===== src/rtl/meta_state_rmw_ctrl.sv =====
// Requester-side controller for the coherence-state SRAM: zero-fills the
// array after reset, then serves single-entry read-modify-write updates
// and whole-set lookups over the wrapper's rreq/wreq/rresp interface.
module meta_state_rmw_ctrl #(
  parameter int unsigned SETS    = 128,
  parameter int unsigned WAYS    = 10,
  parameter int unsigned SUBS    = 2,
  parameter int unsigned STATE_W = 2
) (
  input  logic                              clock,
  input  logic                              reset,
  input  logic                              upd_valid,
  output logic                              upd_ready,
  input  logic [$clog2(SETS)-1:0]           upd_set,
  input  logic [$clog2(WAYS)-1:0]           upd_way,
  input  logic [$clog2(SUBS)-1:0]           upd_sub,
  input  logic [STATE_W-1:0]                upd_state,
  output logic                              upd_err,
  input  logic                              rd_valid,
  output logic                              rd_ready,
  input  logic [$clog2(SETS)-1:0]           rd_set,
  output logic                              rd_resp_valid,
  output logic [WAYS*SUBS*STATE_W-1:0]      rd_resp_data,
  output logic                              init_done,
  output logic                              sram_rreq_valid,
  output logic [$clog2(SETS)-1:0]           sram_rreq_setIdx,
  input  logic [WAYS*SUBS*STATE_W-1:0]      sram_rresp_data,
  output logic                              sram_wreq_valid,
  output logic [$clog2(SETS)-1:0]           sram_wreq_setIdx,
  output logic [WAYS*SUBS*STATE_W-1:0]      sram_wreq_data,
  output logic [WAYS-1:0]                   sram_wreq_waymask
);

  localparam int unsigned SW = $clog2(SETS);
  localparam int unsigned WW = $clog2(WAYS);
  localparam int unsigned BW = $clog2(SUBS);
  localparam int unsigned DW = WAYS * SUBS * STATE_W;

  typedef enum logic [1:0] {INIT, IDLE, UPD_WR} state_t;

  state_t             state_q, state_d;
  logic [SW-1:0]      cnt_q;
  logic [SW-1:0]      set_q;
  logic [WW-1:0]      way_q;
  logic [BW-1:0]      sub_q;
  logic [STATE_W-1:0] st_q;
  logic               upd_err_q;
  logic               rd_resp_valid_q;
  logic               init_done_q;
  logic               upd_fire;
  logic               rd_fire;
  logic               upd_bad;
  logic [DW-1:0]      merged;
  logic [WAYS-1:0]    way_onehot;

  assign upd_err       = upd_err_q;
  assign rd_resp_valid = rd_resp_valid_q;
  assign rd_resp_data  = sram_rresp_data;
  assign init_done     = init_done_q;

  // FSM state register
  always_ff @(posedge clock or posedge reset) begin
    if (reset) state_q <= INIT;
    else       state_q <= state_d;
  end

  // Sweep counter, update latches and registered status outputs
  always_ff @(posedge clock or posedge reset) begin
    if (reset) begin
      cnt_q           <= '0;
      set_q           <= '0;
      way_q           <= '0;
      sub_q           <= '0;
      st_q            <= '0;
      upd_err_q       <= 1'b0;
      rd_resp_valid_q <= 1'b0;
      init_done_q     <= 1'b0;
    end else begin
      if (state_q == INIT) begin
        cnt_q <= cnt_q + SW'(1);
        if (cnt_q == SW'(SETS - 1)) init_done_q <= 1'b1;
      end
      if (upd_fire) begin
        set_q <= upd_set;
        way_q <= upd_way;
        sub_q <= upd_sub;
        st_q  <= upd_state;
      end
      upd_err_q       <= upd_fire && upd_bad;
      rd_resp_valid_q <= rd_fire;
    end
  end

  // Replace only the latched (way,sub) entry of the read word; one-hot way mask
  always_comb begin
    merged     = sram_rresp_data;
    way_onehot = '0;
    for (int unsigned w = 0; w < WAYS; w++) begin
      if (way_q == WW'(w)) way_onehot[w] = 1'b1;
      for (int unsigned s = 0; s < SUBS; s++) begin
        if (way_q == WW'(w) && sub_q == BW'(s))
          merged[(w*SUBS+s)*STATE_W +: STATE_W] = st_q;
      end
    end
  end

  // Next-state, handshakes and SRAM requests; updates take priority over lookups
  always_comb begin
    state_d           = state_q;
    upd_ready         = 1'b0;
    rd_ready          = 1'b0;
    upd_fire          = 1'b0;
    rd_fire           = 1'b0;
    upd_bad           = 1'b0;
    sram_rreq_valid   = 1'b0;
    sram_rreq_setIdx  = '0;
    sram_wreq_valid   = 1'b0;
    sram_wreq_setIdx  = '0;
    sram_wreq_data    = '0;
    sram_wreq_waymask = '0;
    if (!reset) begin
      case (state_q)
        INIT: begin
          sram_wreq_valid   = 1'b1;
          sram_wreq_setIdx  = cnt_q;
          sram_wreq_waymask = '1;
          if (cnt_q == SW'(SETS - 1)) state_d = IDLE;
        end
        IDLE: begin
          upd_ready = 1'b1;
          rd_ready  = !upd_valid;
          if (upd_valid) begin
            upd_fire = 1'b1;
            if (upd_way >= WW'(WAYS)) begin
              upd_bad = 1'b1;
            end else begin
              sram_rreq_valid  = 1'b1;
              sram_rreq_setIdx = upd_set;
              state_d          = UPD_WR;
            end
          end else if (rd_valid) begin
            rd_fire          = 1'b1;
            sram_rreq_valid  = 1'b1;
            sram_rreq_setIdx = rd_set;
          end
        end
        UPD_WR: begin
          sram_wreq_valid   = 1'b1;
          sram_wreq_setIdx  = set_q;
          sram_wreq_data    = merged;
          sram_wreq_waymask = way_onehot;
          state_d           = IDLE;
        end
        default: state_d = INIT;
      endcase
    end
  end

endmodule


===== config.mk =====
export PLATFORM = sky130hd
export DESIGN_NAME = meta_state_rmw_ctrl
export DESIGN_NICKNAME = d
export VERILOG_FILES = /design/src/rtl/meta_state_rmw_ctrl.sv
export SDC_FILE = /design/constraint.sdc
export NUM_CORES = 1
export LEC_CHECK = 0
export CORE_UTILIZATION = 35
export CTS_CLUSTER_SIZE = 28
export DETAILED_ROUTE_END_ITERATION = 7
export PLACE_DENSITY = 0.81
export SYNTH_ARGS = -nofsm -noshare
export SYNTH_HDL_FRONTEND = slang
export SYNTH_SLANG_ARGS = --single-unit

===== constraint.sdc =====
create_clock -name clock -period 1.9 [get_ports clock]
set_input_delay 0.19 -clock clock [delete_from_list [all_inputs] [get_ports clock]]
set_output_delay 0.19 -clock clock [all_outputs]
set_load 0.05 [all_outputs]

==> impl_metrics.py <==
metrics = {
    "pwr": {
        "powerDensity_nw_per_um2": 982,
        "max-vdd-ir-drop_mv": 0.788,
        "p_sw_mw": 2.74,
        "finalPower_mw": 5.76,
        "clkPwrFrac_pct": 7.9,
        "power.leakage_nw": 2.33,
        "switching_share_pct": 47.5,
        "combPwrFrac_pct": 71.2,
        "p_int_mw": 3.03,
        "pwr-share-seq_pct": 20.9,
    },
    "finish": {
        "area_growth_pct": 140,
        "final.fill_count": 268,
        "design_area_um2": 5870,
        "final_common_cell": "buf_12",
        "final_cell_mix": "buf_12 (75), buf_4 (69), clkdlybuf4s50_1 (66)",
        "num_antenna_cells": 0,
        "stdcell_count": 536,
        "finalCoreUtilization_pct": 86.9,
        "drive_above_1_share_pct": 63.8,
        "nNetsFinal": 523,
    },
    "critical_path": {
        "worstPathMaxFanout": 6,
        "arrival_ps": 1840,
        "crit_type": "reg -> out",
        "r2r_start": "state_q[1]",
        "worstSetupEndpointType": "output pin",
        "reg2reg_slack_ps": 140,
        "crit_start": "way_q[0]",
        "cp.required_ps": 1710,
        "start_kind": "register",
    },
    "die": {
        "dieArea_um2": 7320,
        "coreArea_um2": 6760,
        "std_cell_rows": 30,
        "die_y_um": 85.6,
        "start_util_pct": 36.2,
        "die_x_um": 85.6,
        "top_level_ports": 176,
    },
    "route": {
        "viasPerCell": 5.44,
        "drt-wirelength-per-cell_um": 22.7,
        "via_count": 2916,
        "drt_iter0_markers": 113,
        "wirelength_um": 12200,
        "antenna_left": 0,
        "dr.pass1.iters": 4,
        "route.detailed.drc": 0,
    },
    "global_routing": {
        "grt_pass1_wl_um": 14500,
        "grt-ovfl-total": 0,
        "first_global_vias": 2911,
        "grt_max_degree": 19,
        "antenna_found_initial": 0,
        "grt_use_total_pct": 25.5,
    },
    "place": {
        "port-buffer-count": 175,
        "globalplace.congestion": 0.841,
        "dp.cells": 511,
        "dpl_worst_slack_ps": -182,
        "placed_area_um2": 4820,
        "dp_hpwl_um": 6930,
    },
    "timing": {
        "slew_headroom_pct": 62.7,
        "finalSetupTns_ps": -2370,
        "slew_viol_final": 0,
        "finClkSkew_ps": 2.06,
        "rsz0062_at_grt": "yes",
        "timing.final.crit_share_pct": 107,
        "period_minus_slack_ps": 2030,
        "setup_viol": 46,
        "worst_pin_slew_ps": 557,
        "final_hold_viol_count": 0,
        "timing.hold.ws_ps": 282,
        "setup_ws_ps": -129,
        "fmax_ghz": 0.493,
    },
    "synth": {
        "synth_fp_nets": 355,
        "ys_seq_area_share_pct": 26.6,
        "synthFlopType": "dfrtp_1",
        "synth_seq_cells": 26,
        "async_flop_share_pct": 100,
        "postSynthCellCount": 289,
        "synth_cell_types": 37,
        "synth-edff-count": 0,
        "yosysWarnings": 0,
        "avgSynthCellArea_um2": 8.46,
        "syn_area_um2": 2440,
    },
    "clock_network": {
        "path_clk_slew_ps": 90,
        "cts.sinks": 26,
        "root_buffer": "clkbuf_8",
        "ctsHtreeMaxLevel": 1,
        "cts_buffer_depth": 2,
        "tritoncts": "done",
        "cts_buffers": 3,
        "clock_latency_ps": 270,
    },
    "hold_path": {
        "hp-class": "in -> async",
    },
    "job": {
        "drv_cap": 0,
    },
    "outcome": {
        "violations": "setup timing",
        "status": "complete, but fails checks",
    },
}
[cells in the mapped netlist, types with 5 or more instances]
cell	count	area share, %
mux2_2	15	6.9
dfrtp_1	26	27
mux2i_1	47	19
a22o_1	7	2.5
nor2_1	15	2.3
buf_2	7	1.4
a21oi_1	10	2.0
clkbuf_1	7	1.1
nand4_1	5	1.3
buf_4	41	13
nand2_1	64	9.8
[kinds of logic (layout without fill, tap and decap cells)]
family          count (synthesis)  after routing  share of synthesized area [%]
simple gates                  110            112                           21.4
buf+inv                        63            228                           17.3
mux                            62             62                           26.2
flops                          26             26                           26.6
compound gates                 21             21                           5.83
xor+xnor                        6              6                           2.15
fa+ha+maj                       1              1                          0.512
[worst max-delay path: stages, from the launching register on]
cell and delay [ps]:
dfrtp_2 490, nor4b_4 400, nand2b_1 210, mux2i_2 290
buf_12 170
[per-layer routing]
layer | track usage, % | vias up | routed length, um
met5 | 0 | - | 0
met4 | 6.52 | 0 | 620
met3 | 5.49 | 47 | 861
met2 | 52.2 | 176 | 6620
met1 | 25.5 | 1419 | 4070
li1 | - | 1274 | -
[sequential cells by signal, indices dropped and copies added, names as in the netlist]
signal	flops
cnt_q	7
set_q	7
way_q	4
st_q	2
state_q	2
init_done	1
rd_resp_valid	1
sub_q	1
upd_err	1
[worst paths after layout]
check                                     end  depth (start not counted)
max reg2reg                          cnt_q[6]                          5
max in group asynchronous            way_q[0]                          4
max                        sram_wreq_data[32]                          4
min in group clock                  init_done                          1
min reg2reg                         init_done                          1
min                                  cnt_q[2]                          3
[area by class of cell]
cell class | instances | area [um^2] | share of cell area (%)
multi-input cells | 202 | 2170 | 37.0
repair buffers | 221 | 2860 | 48.7
flip-flops and latches | 26 | 658 | 11.2
clock inverters | 1 | 30.0 | 0.511
clock buffers | 3 | 41.3 | 0.703
inverters | 3 | 11.3 | 0.192
well taps | 80 | 100 | 1.70
[power groups by stage]
stage	registers, mW	logic, mW	clock network (mW)
3_3_place_gp	1.08	3.27	0
5_1_grt	1.23	4.26	0.488
6_report	1.20	4.10	0.458
3_5_place_dp	1.10	3.32	0
2_1_floorplan	0.993	1.96	0
4_1_cts	1.13	3.63	0.464
[repair_timing]
item,4_1_cts,5_1_grt
pin swaps,6,7
gates resized for setup,89,70
endpoints found under the setup margin,63,57
gates cloned,2,6
buffers inserted,6,8
hold buffers,0,0
Power figures use the tool's default switching activity.
